==> config.mk <==
export PLATFORM = sky130hd
export DESIGN_NAME = mem_responder_flat
export DESIGN_NICKNAME = d
export VERILOG_FILES = /design/src/rtl/cpu_types_pkg.sv /design/src/rtl/mem_responder_if.sv /design/src/rtl/mem_responder.sv /design/src/flat_wrapper.sv
export SDC_FILE = /design/constraint.sdc
export NUM_CORES = 1
export LEC_CHECK = 0
export ABC_AREA = 1
export CAP_MARGIN = 20
export CORE_MARGIN = 10
export CORE_UTILIZATION = 40
export DETAILED_ROUTE_END_ITERATION = 8
export PLACE_DENSITY = 0.72
export SYNTH_ARGS = -nofsm -noshare
export SYNTH_HDL_FRONTEND = slang
export SYNTH_SLANG_ARGS = --single-unit
==> constraint.sdc <==
create_clock -name CLK -period 2.04 [get_ports CLK]
set_clock_uncertainty 0.1 [all_clocks]
set_input_delay 0.306 -clock CLK [delete_from_list [all_inputs] [get_ports CLK]]
set_output_delay 0.306 -clock CLK [all_outputs]
set_load 0.005 [all_outputs]
==> src/rtl/cpu_types_pkg.sv <==
`default_nettype none
// ============================================================================
// Module   : cpu_types_pkg
// Purpose  : Shared CPU types: word, RAM handshake state and the memory
//            responder's state encoding (exported so benches can probe it).
// Revision : 1.0 - initial release
// ============================================================================
package cpu_types_pkg;

    localparam int WORD_W = 32;

    typedef logic [WORD_W-1:0] word_t;

    // RAM handshake state reported by the memory model / controller.
    typedef enum logic [1:0] {
        FREE   = 2'd0,
        BUSY   = 2'd1,
        ACCESS = 2'd2,
        ERROR  = 2'd3
    } ramstate_t;

    // Memory responder control states.
    typedef enum logic [2:0] {
        IDLE   = 3'd0,
        DACC   = 3'd1,
        IACC   = 3'd2,
        DDONE  = 3'd3,
        IDONE  = 3'd4,
        HALTED = 3'd5
    } resp_state_t;

    // The RAM is word addressed; the byte offset is always dropped.
    function automatic word_t word_align(input word_t addr);
        return addr & ~word_t'(3);
    endfunction

endpackage
`default_nettype wire

==> src/rtl/mem_responder_if.sv <==
`default_nettype none
// ============================================================================
// Module   : mem_responder_if
// Purpose  : Datapath <-> memory responder request/hit bundle.
//            master = datapath side, slave = responder side.
// Revision : 1.0 - initial release
// ============================================================================
interface mem_responder_if;
    import cpu_types_pkg::*;

    logic  imemREN;
    word_t imemaddr;
    logic  dmemREN;
    logic  dmemWEN;
    word_t dmemaddr;
    word_t dmemstore;
    logic  halt;
    logic  ihit;
    logic  dhit;
    word_t imemload;
    word_t dmemload;

    modport master (
        output imemREN, imemaddr, dmemREN, dmemWEN, dmemaddr, dmemstore, halt,
        input  ihit, dhit, imemload, dmemload
    );

    modport slave (
        input  imemREN, imemaddr, dmemREN, dmemWEN, dmemaddr, dmemstore, halt,
        output ihit, dhit, imemload, dmemload
    );

endinterface
`default_nettype wire

==> src/rtl/mem_responder.sv <==
`default_nettype none
// ============================================================================
// Module   : mem_responder
// Purpose  : Serialises datapath fetch / data requests onto one single-port
//            variable-latency RAM. Data requests win over fetches. Provides
//            halt drain, access timeout, sticky RAM-error flag and counters.
// Revision : 1.0 - initial release
// ============================================================================
module mem_responder
    import cpu_types_pkg::*;
#(
    parameter int TIMEOUT = 64,
    parameter int CNT_W   = 32
) (
    input  wire logic             CLK,
    input  wire logic             nRST,
    mem_responder_if.slave        dcif,
    output      logic             ramREN,
    output      logic             ramWEN,
    output      word_t            ramaddr,
    output      word_t            ramstore,
    input  wire ramstate_t        ramstate,
    input  wire word_t            ramload,
    output      logic             timeout,
    output      logic             ram_err,
    output      logic [CNT_W-1:0] icount,
    output      logic [CNT_W-1:0] dcount
);

    // Timer only needs to reach TIMEOUT-1 before the access is abandoned.
    localparam int TMR_W = (TIMEOUT > 2) ? $clog2(TIMEOUT) : 1;
    localparam logic [TMR_W-1:0] TMR_LAST = TMR_W'(TIMEOUT - 1);

    resp_state_t      state_q,   state_d;
    logic             wr_q,      wr_d;
    word_t            addr_q,    addr_d;
    word_t            store_q,   store_d;
    logic [TMR_W-1:0] timer_q,   timer_d;
    word_t            iload_q,   iload_d;
    word_t            dload_q,   dload_d;
    logic [CNT_W-1:0] icount_q,  icount_d;
    logic [CNT_W-1:0] dcount_q,  dcount_d;
    logic             timeout_q, timeout_d;
    logic             ram_err_q, ram_err_d;

    // State and datapath registers; async reset returns everything to zero.
    always_ff @(posedge CLK or negedge nRST) begin
        if (!nRST) begin
            state_q   <= IDLE;
            wr_q      <= 1'b0;
            addr_q    <= '0;
            store_q   <= '0;
            timer_q   <= '0;
            iload_q   <= '0;
            dload_q   <= '0;
            icount_q  <= '0;
            dcount_q  <= '0;
            timeout_q <= 1'b0;
            ram_err_q <= 1'b0;
        end else begin
            state_q   <= state_d;
            wr_q      <= wr_d;
            addr_q    <= addr_d;
            store_q   <= store_d;
            timer_q   <= timer_d;
            iload_q   <= iload_d;
            dload_q   <= dload_d;
            icount_q  <= icount_d;
            dcount_q  <= dcount_d;
            timeout_q <= timeout_d;
            ram_err_q <= ram_err_d;
        end
    end

    // Next-state, request latching, load capture, timer and counter updates.
    always_comb begin
        state_d   = state_q;
        wr_d      = wr_q;
        addr_d    = addr_q;
        store_d   = store_q;
        timer_d   = '0;
        iload_d   = iload_q;
        dload_d   = dload_q;
        icount_d  = icount_q;
        dcount_d  = dcount_q;
        timeout_d = timeout_q;
        ram_err_d = ram_err_q;

        case (state_q)
            IDLE: begin
                if (dcif.halt) begin
                    state_d = HALTED;
                end else if (dcif.dmemREN || dcif.dmemWEN) begin
                    // Write wins when both data strobes are raised.
                    state_d = DACC;
                    wr_d    = dcif.dmemWEN;
                    addr_d  = word_align(dcif.dmemaddr);
                    store_d = dcif.dmemstore;
                end else if (dcif.imemREN) begin
                    state_d = IACC;
                    wr_d    = 1'b0;
                    addr_d  = word_align(dcif.imemaddr);
                end
            end
            DACC, IACC: begin
                timer_d = timer_q + TMR_W'(1);
                if (ramstate == ACCESS) begin
                    if (state_q == IACC) begin
                        iload_d = ramload;
                        state_d = IDONE;
                    end else begin
                        if (!wr_q) begin
                            dload_d = ramload;
                        end
                        state_d = DDONE;
                    end
                end else if (ramstate == ERROR) begin
                    // Request is still held by the datapath, so IDLE retries.
                    ram_err_d = 1'b1;
                    state_d   = IDLE;
                end else if (timer_q == TMR_LAST) begin
                    timeout_d = 1'b1;
                    state_d   = IDLE;
                end
            end
            DDONE: begin
                dcount_d = dcount_q + CNT_W'(1);
                state_d  = IDLE;
            end
            IDONE: begin
                icount_d = icount_q + CNT_W'(1);
                state_d  = IDLE;
            end
            HALTED: begin
                state_d = HALTED;
            end
            default: begin
                state_d = IDLE;
            end
        endcase
    end

    // RAM side is driven only while an access is in flight.
    always_comb begin
        ramREN   = 1'b0;
        ramWEN   = 1'b0;
        ramaddr  = '0;
        ramstore = '0;
        if (state_q == DACC || state_q == IACC) begin
            ramaddr = addr_q;
            if (state_q == DACC && wr_q) begin
                ramWEN   = 1'b1;
                ramstore = store_q;
            end else begin
                ramREN = 1'b1;
            end
        end
    end

    assign dcif.ihit     = (state_q == IDONE);
    assign dcif.dhit     = (state_q == DDONE);
    assign dcif.imemload = iload_q;
    assign dcif.dmemload = dload_q;
    assign timeout       = timeout_q;
    assign ram_err       = ram_err_q;
    assign icount        = icount_q;
    assign dcount        = dcount_q;

endmodule
`default_nettype wire

==> src/flat_wrapper.sv <==
// flat-port wrapper written by rule: the top's interface ports become plain ports
module mem_responder_flat import cpu_types_pkg::*;
#(
    parameter int TIMEOUT = 64,
    parameter int CNT_W   = 32
)
  (CLK, nRST, ramREN, ramWEN, ramaddr, ramstore, ramstate, ramload, timeout, ram_err, icount, dcount, dcif_imemREN, dcif_imemaddr, dcif_dmemREN, dcif_dmemWEN, dcif_dmemaddr, dcif_dmemstore, dcif_halt, dcif_ihit, dcif_dhit, dcif_imemload, dcif_dmemload);
  mem_responder_if dcif_i ();
  input  wire logic CLK;
  input  wire logic nRST;
  output      logic ramREN;
  output      logic ramWEN;
  output      word_t ramaddr;
  output      word_t ramstore;
  input  wire ramstate_t ramstate;
  input  wire word_t ramload;
  output      logic timeout;
  output      logic ram_err;
  output      logic [CNT_W-1:0] icount;
  output      logic [CNT_W-1:0] dcount;
  input wire logic [$bits(dcif_i.imemREN)-1:0] dcif_imemREN;
  input wire logic [$bits(dcif_i.imemaddr)-1:0] dcif_imemaddr;
  input wire logic [$bits(dcif_i.dmemREN)-1:0] dcif_dmemREN;
  input wire logic [$bits(dcif_i.dmemWEN)-1:0] dcif_dmemWEN;
  input wire logic [$bits(dcif_i.dmemaddr)-1:0] dcif_dmemaddr;
  input wire logic [$bits(dcif_i.dmemstore)-1:0] dcif_dmemstore;
  input wire logic [$bits(dcif_i.halt)-1:0] dcif_halt;
  output wire logic [$bits(dcif_i.ihit)-1:0] dcif_ihit;
  output wire logic [$bits(dcif_i.dhit)-1:0] dcif_dhit;
  output wire logic [$bits(dcif_i.imemload)-1:0] dcif_imemload;
  output wire logic [$bits(dcif_i.dmemload)-1:0] dcif_dmemload;
  assign dcif_i.imemREN = dcif_imemREN;
  assign dcif_i.imemaddr = dcif_imemaddr;
  assign dcif_i.dmemREN = dcif_dmemREN;
  assign dcif_i.dmemWEN = dcif_dmemWEN;
  assign dcif_i.dmemaddr = dcif_dmemaddr;
  assign dcif_i.dmemstore = dcif_dmemstore;
  assign dcif_i.halt = dcif_halt;
  assign dcif_ihit = dcif_i.ihit;
  assign dcif_dhit = dcif_i.dhit;
  assign dcif_imemload = dcif_i.imemload;
  assign dcif_dmemload = dcif_i.dmemload;
  mem_responder #(.TIMEOUT(TIMEOUT), .CNT_W(CNT_W)) u_core (.CLK(CLK), .nRST(nRST), .dcif(dcif_i), .ramREN(ramREN), .ramWEN(ramWEN), .ramaddr(ramaddr), .ramstore(ramstore), .ramstate(ramstate), .ramload(ramload), .timeout(timeout), .ram_err(ram_err), .icount(icount), .dcount(dcount));
endmodule
# Yosys cells after proc, flatten, opt, wreduce, memory -nomap -nowiden
# Index checks and enable logic that the tools add are counted.
[classes] reduce_logical=13 n_div=0 n_addsub=3 eq_ne=10 bitwise_logic=5 muxes=20 multipliers=0 shift=0 magnitude_cmp=0
[op_table] cell="2-to-1 mux 32 bit" count=5
[op_table] cell="adder 32 x 1 -> 32 bit, second input constant" count=2
[op_table] cell="2-to-1 mux 3 bit" count=7
[op_table] cell="AND reduction 3 bit" count=4
[op_table] cell="one-hot mux 3 bit (3 select lines)" count=1
[op_table] cell="AND reduction 4 bit" count=2
[op_table] cell="adder 6 x 1 -> 6 bit, second input constant" count=1
[op_table] cell="== test 3 x 2 -> 1 bit, second input constant" count=2
[op_table] cell="== test 3 bit, second input constant" count=2
[op_table] cell="== test 6 bit, second input constant" count=1
[op_table] cell="2-to-1 mux 1 bit" count=6
[op_table] cell="2-to-1 mux 6 bit" count=1
[op_table] cell="inverter 1 bit" count=5
[op_table] cell="== test 2 bit, second input constant" count=2
[op_table] cell="!= test 4 x 1 -> 1 bit, second input constant" count=1
[op_table] cell="!= test 4 x 3 -> 1 bit, second input constant" count=1
[op_table] cell="== test 3 x 1 -> 1 bit, second input constant" count=1
[op_table] cell="zero test 3 bit" count=1
[op_table] cell="logical OR 1 bit" count=2
[op_table] cell="AND reduction 2 bit" count=1
[op_table] cell="nonzero test 2 bit" count=1
[op_table] cell="OR reduction 2 bit" count=1
[op_table] cell="logical AND 1 bit" count=1
[totals] rom_bits=0 output_inout_bits=198 elab_cells=62 n_memories=0 latchBits=0 ram_bits=0 in_bits=136 regBits=204

# Depth between registers and ports, before layout
# Gate-level depths: netlist of run 1.
[depth] depth_word=5 depth_mapped=10 depth_no_buf=9

# Least setup slack after synthesis of run 1
# Ideal clock, no wire load.
[synth_path] kind="reg-to-output" startpoint="register u_core.state_q[0]" endpoint="output port ramaddr[10]" stages_incl_launch_ff=8 t_required_ps=1634 path_buffers=1 arrival_ps=1212 slack_ps=422 cell_sequence="dfrtp_1 > inv_2 > nor2_4 > nand2_1 > nand2_2 > inv_2 > buf_2 > nor2_1"
[synth_via] elab_chain_cells=3 word_cells_on_any_way=4 classes_between="2 x eq/ne; 1 x mux; 1 x reduce/logical"
[synth_lines] element="start, declared" line="mem_responder.sv:34" rtl="resp_state_t state_q, state_d;"
[synth_lines] element="start signal, assigned" line="mem_responder.sv:61" rtl="state_q <= state_d;"
[synth_lines] element="== test 3 x 1 -> 1 bit / == test 3 x 2 -> 1 bit (equally long branches)" line="mem_responder.sv:149" rtl="if (state_q == DACC || state_q == IACC) begin"
[synth_lines] element="logical OR 1 bit *" line="mem_responder.sv:149"
[synth_lines] element="2-to-1 mux 32 bit *" line="mem_responder.sv:149"
[synth_lines] element="end, declared" line="flat_wrapper.sv:13" rtl="output word_t ramaddr;"
# Mark *: on every way between the ends. The rest lies on a longest branch, timed or not.

# Worst setup path in the final report of run 1
[layout_path] startpoint="register u_core.state_q[1]" endpoint="output port ramstore[17]"
[layout_via] elab_chain_cells=4 word_cells_on_any_way=6 classes_between="2 x eq/ne; 2 x mux; 2 x reduce/logical"
[layout_lines] element="== test 3 x 1 -> 1 bit" line="mem_responder.sv:149, mem_responder.sv:151"
[layout_lines] element="logical AND 1 bit" line="mem_responder.sv:151" rtl="if (state_q == DACC && wr_q) begin"
[layout_lines] element="2-to-1 mux 32 bit" line="mem_responder.sv:151"
[layout_lines] element="2-to-1 mux 32 bit *" line="mem_responder.sv:149"
[layout_lines] element="end, declared" line="flat_wrapper.sv:14" rtl="output word_t ramstore;"
# Marked as above.

==> impl_metrics.toml, run 1 <==
[synthesis]
yosysWarnings = 0
ys_seq_elements = 202
synth_area_um2 = 9570
synthCells = 1143
yosysSeqAreaShare = 0.528
syn_area_per_cell_um2 = 8.38
synthDistinctLibCells = 32
synth_flop_cell = "dfrtp_1"
synth_edf_count = 0
async_flop_share = 1.00

[cts]
clk_path_buf_depth = 3
cts_tree = "yes"
clk_pin_slew_worst_paths_ns = 0.06
htreeDepth = 1
clock_latency_ns = 0.51
clkSinkCount = 202
clock-root-buffer = "clkbuf_16"
numCtsBuffers = 23

[finish]
seqCellArea_um2 = 5060
layout_commonest_cell = "nand2_1"
drive_above_1_share = 0.170
nets = 1647
fin_area_um2 = 14400
layout_common_cells = "282 x nand2_1, 260 x clkdlybuf4s50_1, 201 x dfrtp_1"
multiInputGateArea_um2 = 3910
stdcell_count = 1840
area_growth_pct = 49.9
n_fill_cell = 2078

[drt]
drt_iter0_drc = 581
wl_per_cell_um = 16.6
ant_nets = 0
vias = 8720
first_pass_iters = 4
remaining_drc_errors = 0
viasPerCell = 4.74
wl_mm = 30.5

[critical_path]
crit_start = "u_core.state_q[1]$_DFFE_PN0P_"
path_class = "reg -> out"
end_kind = "primary output"
cp_data_arrival_time_ns = 1.79
crit_fanout = 15
required_ns = 1.63
reg2reg_from = "u_core.state_q[1]$_DFFE_PN0P_"
start_kind = "flip-flop"

[global_routing]
grt_pass1_wl_mm = 47.7
grt_overflow = 0
grt_pass1_vias = 8785
grt.total_usage = 0.190
antenna_found_initial = 2
grt_start_max_net_pins = 66

[sta]
maxSlewViolCount = 0
setup_violations = 63
period_needed_ns = 2.20
rsz0062_at_grt = "yes"
final.setup.worst_slack_ns = -0.156
finalHoldViolCount = 0
max_freq_mhz = 455
period_share = 1.08

[floorplanning]
die-area_um2 = 30500
start_util = 0.407
fp.dieW_um = 175
pin_count = 334
fp.dieH_um = 175
core_area_um2 = 23500
num_rows = 56

[hold_path]
hold_class = "in -> async"

[pwr]
power.leakage_nw = 6.75
power_per_cell_area_nw_per_um2 = 1170
vdd_drop_max_uv = 816

[placement]
placed_area_um2 = 13400
io_buffers = 327
hpwlAfterDp_mm = 22.3
place.gp.congestion = 0.912
place_inst = 1780

[status]
status = "finished, violations left"
violations = "negative setup slack"

[job]
maxCapViolations = 0
sequential cells by signal, indices dropped and copies added (netlist names):
name	count
u_core.timer_q	6
u_core.wr_q	1
u_core.store_q	32
u_core.dcount	32
u_core.icount	32
u_core.dcif.dmemload	32
u_core.dcif.imemload	32
u_core.addr_q	30
u_core.ram_err	1
u_core.state_q	3
u_core.timeout	1
repair_timing:
item / CTS / global route
hold buffers: 1 / 0
resized for setup: 289 / 68
endpoints found under the hold margin: 59 / 0
endpoints found under the setup margin: 66 / 91
pin swaps: 5 / 7
setup buffers: 9 / 8
gates cloned: 3 / 2
stage by stage:
step                      hold WS, ns  total power, mW   util  setup WS [ns]  setup TNS (ns)
after global routing            0.251             17.9  0.610         -0.221           -9.47
after detailed placement        0.189             12.1  0.567        -0.0361         -0.0454
final                           0.224             16.8  0.610         -0.156           -5.15
after floorplan               -0.0896             8.36      -          0.422               0
after CTS                       0.222             16.3  0.595         -0.160           -5.97
after global placement          0.185             11.9  0.567         0.0292               0
synth_stat cells, drive strengths merged, types with 3 or more instances:
master	number	area [um^2]
mux2	30	338
nand4	21	146
nor3	8	45.0
o21ai	134	671
xor2	21	184
nand2	290	1100
buf	29	185
nor2	147	629
a21oi	6	41.3
inv	167	627
nand3	43	215
dfrtp	202	5050
clkbuf	9	33.8
nand3b	10	75.1
ha	3	37.5
xnor2	16	140
path summary, 6_finish.rpt:
kind / slack (ns) / cells after the start / to
max: -0.16 / 7 / ramstore[17]
min: 0.22 / 2 / u_core.store_q[18]$_DFFE_PN0P_
max reg2reg: 0.12 / 10 / u_core.dcount[12]$_DFFE_PN0P_
min reg2reg: 0.37 / 1 / u_core.ram_err$_DFFE_PN0P_
max in group asynchronous: 0.99 / 3 / u_core.state_q[1]$_DFFE_PN0P_
min in group CLK: 0.26 / 3 / u_core.store_q[27]$_DFFE_PN0P_
worst max-delay path: stages (launching register included):
cell,delay (ns)
dfrtp_2,0.43
nor2_4,0.14
nand2_4,0.08
nor2_4,0.14
inv_6,0.09
buf_16,0.16
nor2_1,0.09
buf_2,0.13
routing by layer:
layer	global-route usage	wire length (um)
met1	0.220	12100
met2	0.321	14900
met3	0.0685	2630
met4	0.0639	845
met5	0	0
kinds of logic after synthesis:
| family | synth area share |
|---|---|
| buffers and inverters | 0.0883 |
| multiplexers | 0.0353 |
| AO/OA/AOI/OAI | 0.0776 |
| AND/OR/NAND/NOR | 0.233 |
| other | 0.000392 |
| flip-flops | 0.528 |
| adder cells (fa/ha/maj) | 0.00392 |
| XOR/XNOR | 0.0338 |
area by class of cell:
| type | count | share of cell area |
|---|---|---|
| repair buffers | 377 | 0.252 |
| well taps | 319 | 0.0278 |
| multi-input cells | 737 | 0.272 |
| flip-flops and latches | 202 | 0.352 |
| clock buffers | 31 | 0.0457 |
| clock inverters | 5 | 0.00549 |
| inverters | 167 | 0.0445 |
| diodes | 2 | 0.000349 |
power by group:
group / switching (mW) / internal [mW]
clock network: 1.59 / 2.48
registers: 0.635 / 5.34
logic: 3.36 / 3.40
total: 5.58 / 11.2
(Power assumes the default switching activity.)
==> run 2: changes to the inputs <==
- PLACE_DENSITY: 0.72 -> 0.73
==> run 2 against run 1 <==
  * The flow still finishes with violations (negative setup slack)
  * Sequential power is essentially flat
  * Sequential share of layout area is 0.46 points higher
  * Hold slack better by 0.020 ns
  * Wire length fell by 0.48%
  * Power down 2.5%
  * Setup slack improved by 0.043 ns
  * Die area did not move
  * Global-route usage increased by 0.27 points
  * Final cell count barely moved
  * Clock-buffer cell count rose by 8
  * Largest power group unchanged
==> impl_metrics.toml, run 2 (synthesized netlist as in run 1, its figures left out) <==
[finish]
layout_commonest_cell = "nand2_1"
area_growth_pct = 48.0
layout_common_cells = "282 x nand2_1, 260 x clkdlybuf4s50_1, 202 x dfrtp_1"
nets = 1642
n_fill_cell = 2106
post-route-util = 0.602
drive_above_1_share = 0.157

[critical_path]
rr_endpoint = "u_core.icount[27]$_DFFE_PN0P_"
rrSetupSlack_ns = 0.13
cp_data_arrival_time_ns = 1.75
end_kind = "primary output"
endpoint = "ramstore[7]"
crit_fanout = 16
path_class = "reg -> out"
start_kind = "flip-flop"
reg2reg_depth = 11
reg2reg_from = "u_core.state_q[1]$_DFFE_PN0P_"
required_ns = 1.63
crit_start = "u_core.state_q[1]$_DFFE_PN0P_"

[global_routing]
grt_pass1_vias = 9047
grt_pass1_wl_mm = 48.5
antenna_found_initial = 1
grt_overflow = 0
grt_start_max_net_pins = 65
grt.total_usage = 0.193

[cts]
clk_pin_slew_worst_paths_ns = 0.06
clkSinkCount = 202
numCtsBuffers = 23
clock_latency_ns = 0.50
htreeDepth = 1
clock-root-buffer = "clkbuf_16"
cts_tree = "yes"
clk_path_buf_depth = 3

[drt]
highest_layer = "met4"
wl_met3_mm = 2.67
ant_nets = 0
wl_mm = 30.3
wl_met2_mm = 14.9
wl_per_cell_um = 16.5
remaining_drc_errors = 0
drt-met1-wl_mm = 11.9
first_pass_iters = 5
vias = 8761
viasPerCell = 4.76
drt_iter0_drc = 434

[sta]
period_needed_ns = 2.15
fin_setup_tns_ns = -2.35
period_share = 1.06
finalHoldViolCount = 0
final.setup.worst_slack_ns = -0.113
setup_violations = 60
maxSlewViolCount = 0
max_freq_mhz = 464
rsz0062_at_grt = "yes"

[floorplanning]
core_area_um2 = 23500
fp.dieH_um = 175
die-area_um2 = 30500
num_rows = 56
start_util = 0.407
fp.dieW_um = 175
pin_count = 334

[placement]
hpwlAfterDp_mm = 22.7
dpl_worst_slack_ns = -0.0183
place.gp.congestion = 0.877
io_buffers = 327

[hold_path]
hold_class = "in -> async"

[job]
maxCapViolations = 0

[pwr]
vdd_drop_max_uv = 856
total_power_mw = 16.4
power.leakage_nw = 6.68
power_per_cell_area_nw_per_um2 = 1160

[status]
status = "finished, violations left"
violations = "negative setup slack"
run 2: changes by cell type in the layout (fill, tap and decap cells not counted), sizes merged:
cell         delta
inv             -1
clkinv          -1
bufinv          -1
clkbuf          +7
dlygate4sd2     +1
buf             -5
diode           -1
run 2: worst min-delay path by stage:
stage / startpoint / end / depth (start not counted)
after global routing: nRST / u_core.dcount[20]$_DFFE_PN0P_ / 2
final: nRST / u_core.dcount[20]$_DFFE_PN0P_ / 2
after floorplan: nRST / u_core.addr_q[10]$_DFFE_PN0P_ / 0
after CTS: dcif_dmemstore[27] / u_core.store_q[27]$_DFFE_PN0P_ / 3
after detailed placement: nRST / u_core.dcount[20]$_DFFE_PN0P_ / 1
after global placement: nRST / u_core.dcount[22]$_DFFE_PN0P_ / 1
run 2: worst max-delay path: stages (launching register included):
cell and delay (ns):
dfrtp_1 0.42, nor2_4 0.15, nand2_4 0.08, nor2_4 0.11, inv_4 0.07, buf_12 0.15, nor2_1 0.11, buf_2 0.14
run 2: layout make-up:
| cell class | instances | area, um^2 | share of cell area |
|---|---|---|---|
| flip-flops and latches | 202 | 5050 | 0.357 |
| multi-input cells | 737 | 3840 | 0.271 |
| repair buffers | 372 | 3520 | 0.248 |
| clock buffers | 39 | 686 | 0.0484 |
| inverters | 167 | 637 | 0.0450 |
| well taps | 319 | 399 | 0.0282 |
| clock inverters | 2 | 35.0 | 0.00247 |
| diodes | 1 | 2.50 | 0.000177 |
run 2: layer usage:
metal / up-vias / track usage
met5: - / 0
met3: 52 / 0.0726
met1: 4160 / 0.223
met4: 0 / 0.0551
met2: 277 / 0.328
li1: 4272 / -
run 2: what timing repair did:
action                                 in CTS  in global routing
setup endpoints to repair                  66                 79
hold buffers                                1                  0
endpoints found under the hold margin      42                  0
resized for setup                         281                 45
cloned                                      2                  1
pin swaps                                   4                  5
buffers inserted                           10                  3
run 2: per-stage QoR:
step,cells,hold WS (ns),cell area (um^2)
after floorplan,1144,-0.0896,9580
after global placement,1782,0.202,13400
after detailed placement,1782,0.206,13400
after CTS,1836,0.245,14000
after global routing,1839,0.268,14200
final,1839,0.244,14200
run 2: power breakdown:
group          total, mW  leakage (nW)  switching [mW]  internal, mW
Sequential          6.00          2.63           0.661          5.34
Combinational       6.43          3.70            3.18          3.25
Clock               3.96         0.350            1.57          2.39
==> run 3: changes to the inputs <==
- RECOVER_POWER: default -> 25
==> run 3 against run 2 <==
  * The run still ends with negative setup slack left
  * First-iteration DRC count shrank 5.1%
  * Sequential share of layout area grew 0.11 points
  * Die area is the same
  * Wire length is essentially flat
  * Critical path depth is the same
  * Via count grew 0.24%
  * Core utilization shrank 0.19 points
  * Power is essentially flat
==> impl_metrics.toml, run 3 (synthesized netlist as in run 1, its figures left out) <==
[status]
status = "finished, violations left"
violations = "negative setup slack"

[drt]
drt_iter0_drc = 412
ant_nets = 0
first_pass_iters = 5
wl_per_cell_um = 16.5
remaining_drc_errors = 0
wl_mm = 30.3
viasPerCell = 4.78
vias = 8782

[job]
maxCapViolations = 0

[finish]
nets = 1642
layout_commonest_cell = "nand2_1"
post-route-util = 0.600
drive_above_1_share = 0.157
stdcell_count = 1839
area_growth_pct = 47.5
layout_common_cells = "282 x nand2_1, 260 x clkdlybuf4s50_1, 202 x dfrtp_1"

[sta]
max_freq_mhz = 465
maxSlewViolCount = 0
hold_slack_ns = 0.261
rsz0062_at_grt = "yes"
worst_pin_slew_ns = 1.34
period_share = 1.06
finalHoldViolCount = 0
final.setup.worst_slack_ns = -0.112
setup_violations = 60
relSlewSlack = 0.109
period_needed_ns = 2.15

[pwr]
total_power_mw = 16.4
power_per_cell_area_nw_per_um2 = 1160
vdd_drop_max_uv = 855
power.leakage_nw = 6.67

[global_routing]
antenna_found_initial = 1
grt_pass1_wl_mm = 48.5
grt.total_usage = 0.193
grt_pass1_vias = 9047
grt_start_max_net_pins = 65
grt_overflow = 0

[cts]
clock-root-buffer = "clkbuf_16"
clock_latency_ns = 0.50
numCtsBuffers = 23
clk_pin_slew_worst_paths_ns = 0.06
cts_tree = "yes"
htreeDepth = 1
clk_path_buf_depth = 3
clkSinkCount = 202

[critical_path]
cp_data_arrival_time_ns = 1.75
required_ns = 1.63
path_class = "reg -> out"
start_kind = "flip-flop"
crit_fanout = 16
end_kind = "primary output"
reg2reg_from = "u_core.state_q[1]$_DFFE_PN0P_"
crit_start = "u_core.state_q[1]$_DFFE_PN0P_"

[floorplanning]
num_rows = 56
fp.dieW_um = 175
start_util = 0.407
die-area_um2 = 30500
core_area_um2 = 23500
fp.dieH_um = 175
pin_count = 334

[placement]
io_buffers = 327
dpl_worst_slack_ns = -0.0183
place_inst = 1782
place.gp.congestion = 0.877
hpwlAfterDp_mm = 22.7

[hold_path]
worstHoldStart = "dcif_dmemstore[27]"
hold_class = "in -> reg"
run 3: path summary, 6_finish.rpt:
| kind | to | slack (ns) | cells past startpoint |
|---|---|---|---|
| setup reg to reg | u_core.icount[27]$_DFFE_PN0P_ | 0.13 | 11 |
| setup / recovery | ramstore[7] | -0.11 | 7 |
| hold reg to reg | u_core.timer_q[5]$_DFF_PN0_ | 0.37 | 1 |
| max in group asynchronous | u_core.dcif.dmemload[15]$_DFFE_PN0P_ | 0.22 | 3 |
| min in group asynchronous | u_core.dcount[20]$_DFFE_PN0P_ | 0.56 | 2 |
| hold / removal | u_core.store_q[27]$_DFFE_PN0P_ | 0.26 | 3 |
run 3: power breakdown:
part	switching [mW]	leakage, nW	internal, mW
registers	0.662	2.63	5.34
logic	3.18	3.69	3.24
clock network	1.57	0.350	2.39
total	5.41	6.67	11.0
run 3: what timing repair did:
action | CTS | global route
endpoints found under the setup margin | 66 | 79
buffers inserted | 10 | 3
pin swaps | 4 | 5
hold endpoints to repair | 42 | 0
cloned | 2 | 1
gates resized for setup | 281 | 45
hold buffers | 1 | 0
run 3: through the flow:
stage          cell area, um^2  TNS, ns
2_1_floorplan             9580        0
5_1_grt                  14100    -9.94
4_1_cts                  14000    -3.88
3_3_place_gp             13400        0
6_report                 14100    -2.37
3_5_place_dp             13400  -0.0183
run 3: routing by layer:
metal / track usage / vias up / routed length, um
met5: 0 / - / 0
met2: 0.328 / 311 / 14900
met3: 0.0726 / 50 / 2830
li1: - / 4269 / -
met1: 0.223 / 4152 / 11800
met4: 0.0551 / 0 / 829
run 3: area by class of cell:
| type | count | area (um^2) |
|---|---|---|
| Fill cell | 2115 | 9420 |
| Sequential cell | 202 | 5050 |
| Multi-Input combinational cell | 737 | 3840 |
| Timing Repair Buffer | 372 | 3470 |
| Clock buffer | 39 | 686 |
| Inverter | 167 | 637 |
| Tap cell | 319 | 399 |
| Clock inverter | 2 | 35.0 |
| Antenna cell | 1 | 2.50 |
run 3: critical path, cell delays in order (launching register included):
cell and delay (ns):
dfrtp_1 0.42, nor2_4 0.15, nand2_4 0.08, nor2_4 0.11
inv_4 0.07, buf_12 0.16, nor2_1 0.11, buf_2 0.14
